`config.mk`:
```
export PLATFORM = sky130hd
export DESIGN_NAME = registers_bank
export DESIGN_NICKNAME = d
export VERILOG_FILES = /design/src/rtl/registers_bank_pkg.sv /design/src/rtl/register_read_port.sv /design/src/rtl/registers_bank.sv
export SDC_FILE = /design/constraint.sdc
export NUM_CORES = 2
export LEC_CHECK = 0
export CAP_MARGIN = 20
export CELL_PAD_IN_SITES_DETAIL_PLACEMENT = 1
export CELL_PAD_IN_SITES_GLOBAL_PLACEMENT = 1
export CORE_UTILIZATION = 50
export DETAILED_ROUTE_END_ITERATION = 10
export DONT_BUFFER_PORTS = 1
export PLACE_DENSITY = 0.83
export SLEW_MARGIN = 20
export SYNTH_ARGS = -nofsm -noshare
export SYNTH_HDL_FRONTEND = slang
export SYNTH_SLANG_ARGS = --single-unit
```
`constraint.sdc`:
```
create_clock -name clk -period 68.1 [get_ports clk]
set_clock_uncertainty 0.2 [all_clocks]
set_input_delay 10.215 -clock clk [delete_from_list [all_inputs] [get_ports clk]]
set_output_delay 10.215 -clock clk [all_outputs]
set_load 0.05 [all_outputs]
```
`src/rtl/registers_bank_pkg.sv`:
```
// Shared core constants for the MIPS register file.
package registers_bank_pkg;
  localparam int ARQUITECTURE_BITS = 32;
  localparam int NUM_REGISTERS     = 32;
  localparam int REGISTER_ZERO     = 0;
  localparam int NUM_READ_PORTS    = 2;
endpackage

```
`src/rtl/register_read_port.sv`:
```
// Next-cycle value of one read bus: stored row, or write-back data when the
// same non-zero register is being written on this edge.
module register_read_port
  import registers_bank_pkg::*;
#(
  parameter int BUS_SIZE  = ARQUITECTURE_BITS,
  parameter int ADDR_SIZE = $clog2(NUM_REGISTERS)
) (
  input  logic [BUS_SIZE-1:0]  row,
  input  logic [ADDR_SIZE-1:0] addr,
  input  logic                 write_enable,
  input  logic [ADDR_SIZE-1:0] addr_wr,
  input  logic [BUS_SIZE-1:0]  data_wr,
  output logic [BUS_SIZE-1:0]  next
);
  logic is_zero;
  assign is_zero = (addr == ADDR_SIZE'(REGISTER_ZERO));

  always_comb begin
    next = row;
    if (is_zero)
      next = '0;
    else if (write_enable && addr == addr_wr)
      next = data_wr;
  end
endmodule

```
`src/rtl/registers_bank.sv`:
```
// 32-entry GPR file: two registered read ports with write-first bypass,
// one write-back port and a combinational debug read port.
module registers_bank
  import registers_bank_pkg::*;
#(
  parameter int REGISTERS = NUM_REGISTERS,
  parameter int BUS_SIZE  = ARQUITECTURE_BITS,
  parameter int ADDR_SIZE = $clog2(REGISTERS)
) (
  input  logic                 clk,
  input  logic                 reset,
  input  logic                 enable,
  input  logic                 flush,
  input  logic                 write_enable,
  input  logic [ADDR_SIZE-1:0] addr_wr,
  input  logic [BUS_SIZE-1:0]  data_wr,
  input  logic [ADDR_SIZE-1:0] addr_a,
  input  logic [ADDR_SIZE-1:0] addr_b,
  output logic [BUS_SIZE-1:0]  bus_a,
  output logic [BUS_SIZE-1:0]  bus_b,
  input  logic [ADDR_SIZE-1:0] addr_debug,
  output logic [BUS_SIZE-1:0]  data_debug
);
  logic [BUS_SIZE-1:0] regs [REGISTERS];

  logic [NUM_READ_PORTS-1:0][ADDR_SIZE-1:0] rd_addr;
  logic [NUM_READ_PORTS-1:0][BUS_SIZE-1:0]  rd_row;
  logic [NUM_READ_PORTS-1:0][BUS_SIZE-1:0]  rd_next;
  logic [NUM_READ_PORTS-1:0][BUS_SIZE-1:0]  rd_bus;

  assign rd_addr = {addr_b, addr_a};

  for (genvar p = 0; p < NUM_READ_PORTS; p++) begin : g_port
    assign rd_row[p] = regs[rd_addr[p]];
    register_read_port #(.BUS_SIZE(BUS_SIZE), .ADDR_SIZE(ADDR_SIZE)) u_port (
      .row          (rd_row[p]),
      .addr         (rd_addr[p]),
      .write_enable (write_enable),
      .addr_wr      (addr_wr),
      .data_wr      (data_wr),
      .next         (rd_next[p])
    );
  end

  // Write-back is independent of enable so in-flight instructions retire during stalls.
  always_ff @(posedge clk or posedge reset) begin
    if (reset) begin
      for (int i = 0; i < REGISTERS; i++) regs[i] <= '0;
    end else if (write_enable && addr_wr != ADDR_SIZE'(REGISTER_ZERO)) begin
      regs[addr_wr] <= data_wr;
    end
  end

  // Flush outranks stall so a bubble can be inserted while the front end is held.
  always_ff @(posedge clk or posedge reset) begin
    if (reset)       rd_bus <= '0;
    else if (flush)  rd_bus <= '0;
    else if (enable) rd_bus <= rd_next;
  end

  assign bus_a      = rd_bus[0];
  assign bus_b      = rd_bus[1];
  assign data_debug = regs[addr_debug];
endmodule

```
After elaboration in Yosys (flattened, before gate mapping):

Index checks and enable logic that the tools add are counted.

* equal/unequal tests: 2
* div/mod/pow operators: 0
* shift operators: 0
* reductions and logical operators: 8
* $lt $le $gt $ge: 5
* bitwise operators: 4
* $add $sub $neg: 0
* mux-type cells: 18
* $mul: 0

Operator list (number)
* $bwmux W1024: 1
* $bmux W32 S5: 3
* $mux W32: 11
* $demux W32 S5: 1
* $mux W64: 2
* $ge A6 B6 Y1 const B: 4
* $not A5 Y6: 4
* $eq A5 B5 Y1: 2
* $logic_not A5 Y1: 2
* $lt A6 B1 Y1 const B: 1
* $reduce_bool A5 Y1: 1
* $logic_and A1 B1 Y1: 4
* $reduce_bool A2 Y1: 1

* ROM bits: 0
* latch bits: 0
* word-level logic and storage cells: 71
* memories kept: 0
* register bits: 1088
* input port bits: 57
* memory bits (writable): 0

Logic depth before layout (Yosys ltp):

* depth after elaboration: 8
* mapped depth: 10

Cells and area by module:

From an unflattened synthesis, not the netlist that was laid out.

* cell total of the unflattened synthesis: 6212
* area total of the unflattened synthesis: 68534.5 µm²

Modules (own cells, without submodules)
* registers_bank: times used 1, sequential area each 27226.1 µm², area an instance 67253.3 µm², cells an instance 5966
* register_read_port: times used 2, sequential area each 0.0 µm², area an instance 640.6 µm², cells an instance 123

Worst setup path after synthesis:

No wires, ideal clock.

* kind: input-to-output
* from: input port addr_debug[0]
* to: output port data_debug[10]
* path slack: 45.422 ns
* stages: 5
* arrival time: 12.263 ns
* buffers on the path: 2
* cells stage by stage: clkbuf_1 -> buf_1 -> mux4_2 -> mux4_2 -> mux2_2

* cells in the longest elaborated chain, start to end: 4

Ends and longest elaborated chain
* start, declared: line registers_bank.sv:21 `input logic [ADDR_SIZE-1:0] addr_debug,`
* $not A5 Y6 (not written as such): line registers_bank.sv:63 `assign data_debug = regs[addr_debug];`
* $bmux W32 S5: line registers_bank.sv:63
* $mux W32 (not written as such) (2 in series): line registers_bank.sv:63
* end, declared: line registers_bank.sv:22 `output logic [BUS_SIZE-1:0] data_debug`

No other way between the ends. The select of a mux whose other input is x is not followed.

Final worst setup path:

* from: input port addr_debug[0]
* to: output port data_debug[22]

Same word-level chain as after synthesis.

==> flow_summary.yaml <==
critical_path:
  worstPathArrival_ns: 12.38
  crit_path_start_kind: "input port"
  cp.required_ns: 57.69
  endpoint_kind: "output pin"
  critPathLaunch: "addr_debug[0]"
  crit_type: "in -> out"
  path_max_fanout: 256
  r2r.worst_path.cells: 5
  reg2reg_from: "regs[586]"
  timing.rr.end: "bus_b[10]"
  reg2reg_slack_ns: 65.29
yosys:
  synth_async_sr_flop_share_pct: 100
  synth_top_cell_by_area: "dfrtp_1"
  synth_area_per_cell_um2: 14.9
  synth_edf_count: 0
  synthTopCellsByArea: "dfrtp_1 (42%), mux4_2 (26%), mux2_2 (18%)"
  syn-cell-area_mm2: 0.0649
  ys_warn_count: 0
  yosys.area.top_type_share_pct: 41.9
  synth_ff_type: "dfrtp_1"
  syn_nets: 4412
  yosysSeqAreaShare_pct: 41.9
  synth_seq_cells: 1088
  ys_types: 49
  synthCells: 4355
global_routing:
  antenna_found_initial: 7
  overflow: 0
  grt_first_pass_wirelength_um: 349000
  grt.total_usage_pct: 36.3
  grt_max_degree: 321
  grt_pass1_vias: 49200
timing:
  hold_viol_final: 0
  worst-slew-pin-transition_ns: 1.21
  finalSetupTns_ns: 0
  relSlewSlack_pct: 18.9
  slew_viol_final: 0
  min_period_over_period_pct: 33.5
  fmax_mhz: 43.9
  rsz0062_at_grt: "false"
  period_needed_ns: 22.80
  setup_viol: 0
drt:
  post_drt_wl_per_cell_um: 40.2
  drt_wl_total_um: 235000
  drc: 0
  ant_nets: 0
  vias: 45400
  firstDrtPassIters: 5
  drtIter0Drc: 5476
  via_per_inst: 7.78
placed_design:
  placed_cell_area_mm2: 0.0655
  gp_congestion: 0.859
  io_buffers: 0
  dp_hpwl_um: 124000
die:
  die_h_um: 362
  design.portCount: 153
  dieArea_mm2: 0.131
  die_w_um: 362
  core_area_mm2: 0.128
  start_util_pct: 50.6
  row_count: 131
finish:
  drive_above_1_share_pct: 50.6
  final_common_cell: "dfrtp_1"
  syn_to_final_growth_pct: 7.25
  layout_common_cells: "dfrtp_1 (1088), mux2_2 (1025), mux4_2 (737)"
  final_area_mm2: 0.0696
  fillers: 11800
  finalNetCount: 4064
  seq_area_mm2: 0.0272
  multi_input_area_mm2: 0.0356
clock_network:
  cts_tree: "built"
  clock_latency_ns: 0.78
  clk_pin_slew_ns: 0.06
  cts_hold_buf: 0
  cts_setup_buffers: 0
  cts-buffers-inserted: 116
  cts_root_buf: "clkbuf_16"
  clock_sinks: 1088
  cts-resized-gates: 0
  clk_path_buf_depth: 3
  h-tree-depth: 3
power_and_ir_drop:
  ir_drop_uv: 22.5
  total_power_w: 0.00204
  leakage_nw: 29.1
  p_per_area_mw_per_mm2: 29.3
job:
  maxCapViolations: 0
min_path:
  hp-start: "regs[1009]"
  worstHoldPathType: "reg -> reg"
  min_to: "regs[1009]"
  hold_path_depth: 0
run_status:
  status: "completed"
==> final cells by class <==
| cell class | count | area share (%) |
|---|---|---|
| tap | 1729 | 3.11 |
| multi-input combinational | 2734 | 51.2 |
| clock inverter | 63 | 1.15 |
| clock buffer | 154 | 4.69 |
| antenna | 5 | 0.0180 |
| sequential | 1088 | 39.1 |
| timing repair buffer | 63 | 0.726 |
| inverter | 4 | 0.0324 |
==> cell families after synthesis <==
kind of cell           synth area share (%)
XOR/XNOR                              0.135
buffers and inverters                  3.66
flip-flops                             41.9
AND/OR/NAND/NOR                        2.73
AO/OA/AOI/OAI                          4.72
multiplexers                           46.8
==> Yosys cell counts (2+ instances only) <==
master,instances
nor4_1,2
nor3_1,34
and2_1,2
a22o_1,31
buf_2,98
nand3_1,4
nand3b_1,5
and3_1,63
a211oi_1,46
clkbuf_1,313
buf_6,19
o311ai_0,31
a22oi_1,63
a221o_1,62
or3_1,32
nor2b_1,4
o22ai_1,31
a2111oi_2,4
nand2_1,109
nand2b_1,31
mux2i_1,224
nor3b_1,5
a32o_1,2
buf_4,29
buf_1,70
a221oi_1,2
a21oi_1,54
nor2_1,54
inv_1,4
o221ai_1,32
dfrtp_1,1088
mux4_2,737
mux2_2,1025
a2111oi_0,21
xor2_1,4
or3b_2,2
xnor2_1,6
==> worst max-delay path by stage <==
| stage | end | slack [ns] |
|---|---|---|
| floorplan | bus_a[0] | 27.05 |
| detailed placement | data_debug[1] | 45.76 |
| global route | data_debug[22] | 45.40 |
| finish | data_debug[22] | 45.30 |
| global placement | data_debug[22] | 45.79 |
| CTS | data_debug[22] | 45.76 |
==> per-stage QoR <==
step	instances	hold WS [ns]	setup slack [ns]	utilization [%]
final	5840	0.220	45.30	54.3
after floorplan	4355	0.258	27.05	-
after detailed placement	5617	0.204	45.76	51.1
after CTS	5834	0.219	45.76	54.3
after global routing	5835	0.234	45.40	54.3
after global placement	5616	0.200	45.79	51.1
==> layer usage <==
layer  vias up  track usage, %  wire [um]
li1      16700               -          -
met5         -               0          7
met4         2            22.2      15900
met1     24400            45.4      82900
met2      3378            54.2     107000
met3      1027            13.0      29300
==> worst max-delay path, cell delays in order <==
cell    delay (ns)
mux4_2        0.80
mux4_2        0.51
mux2_2        0.42
==> power breakdown <==
part | switching (W) | internal [W] | leakage [nW]
Combinational | 0.000163 | 0.000272 | 13.1
Sequential | 0.000149 | 0.000764 | 14.0
Clock | 0.000289 | 0.000401 | 2.01
Total | 0.000601 | 0.00144 | 29.1
==> state kept, by name, summed over array words and instances, names as in the netlist <==
register  flops
bus_b        32
bus_a        32
regs       1024
Power figures use the tool's default switching activity.
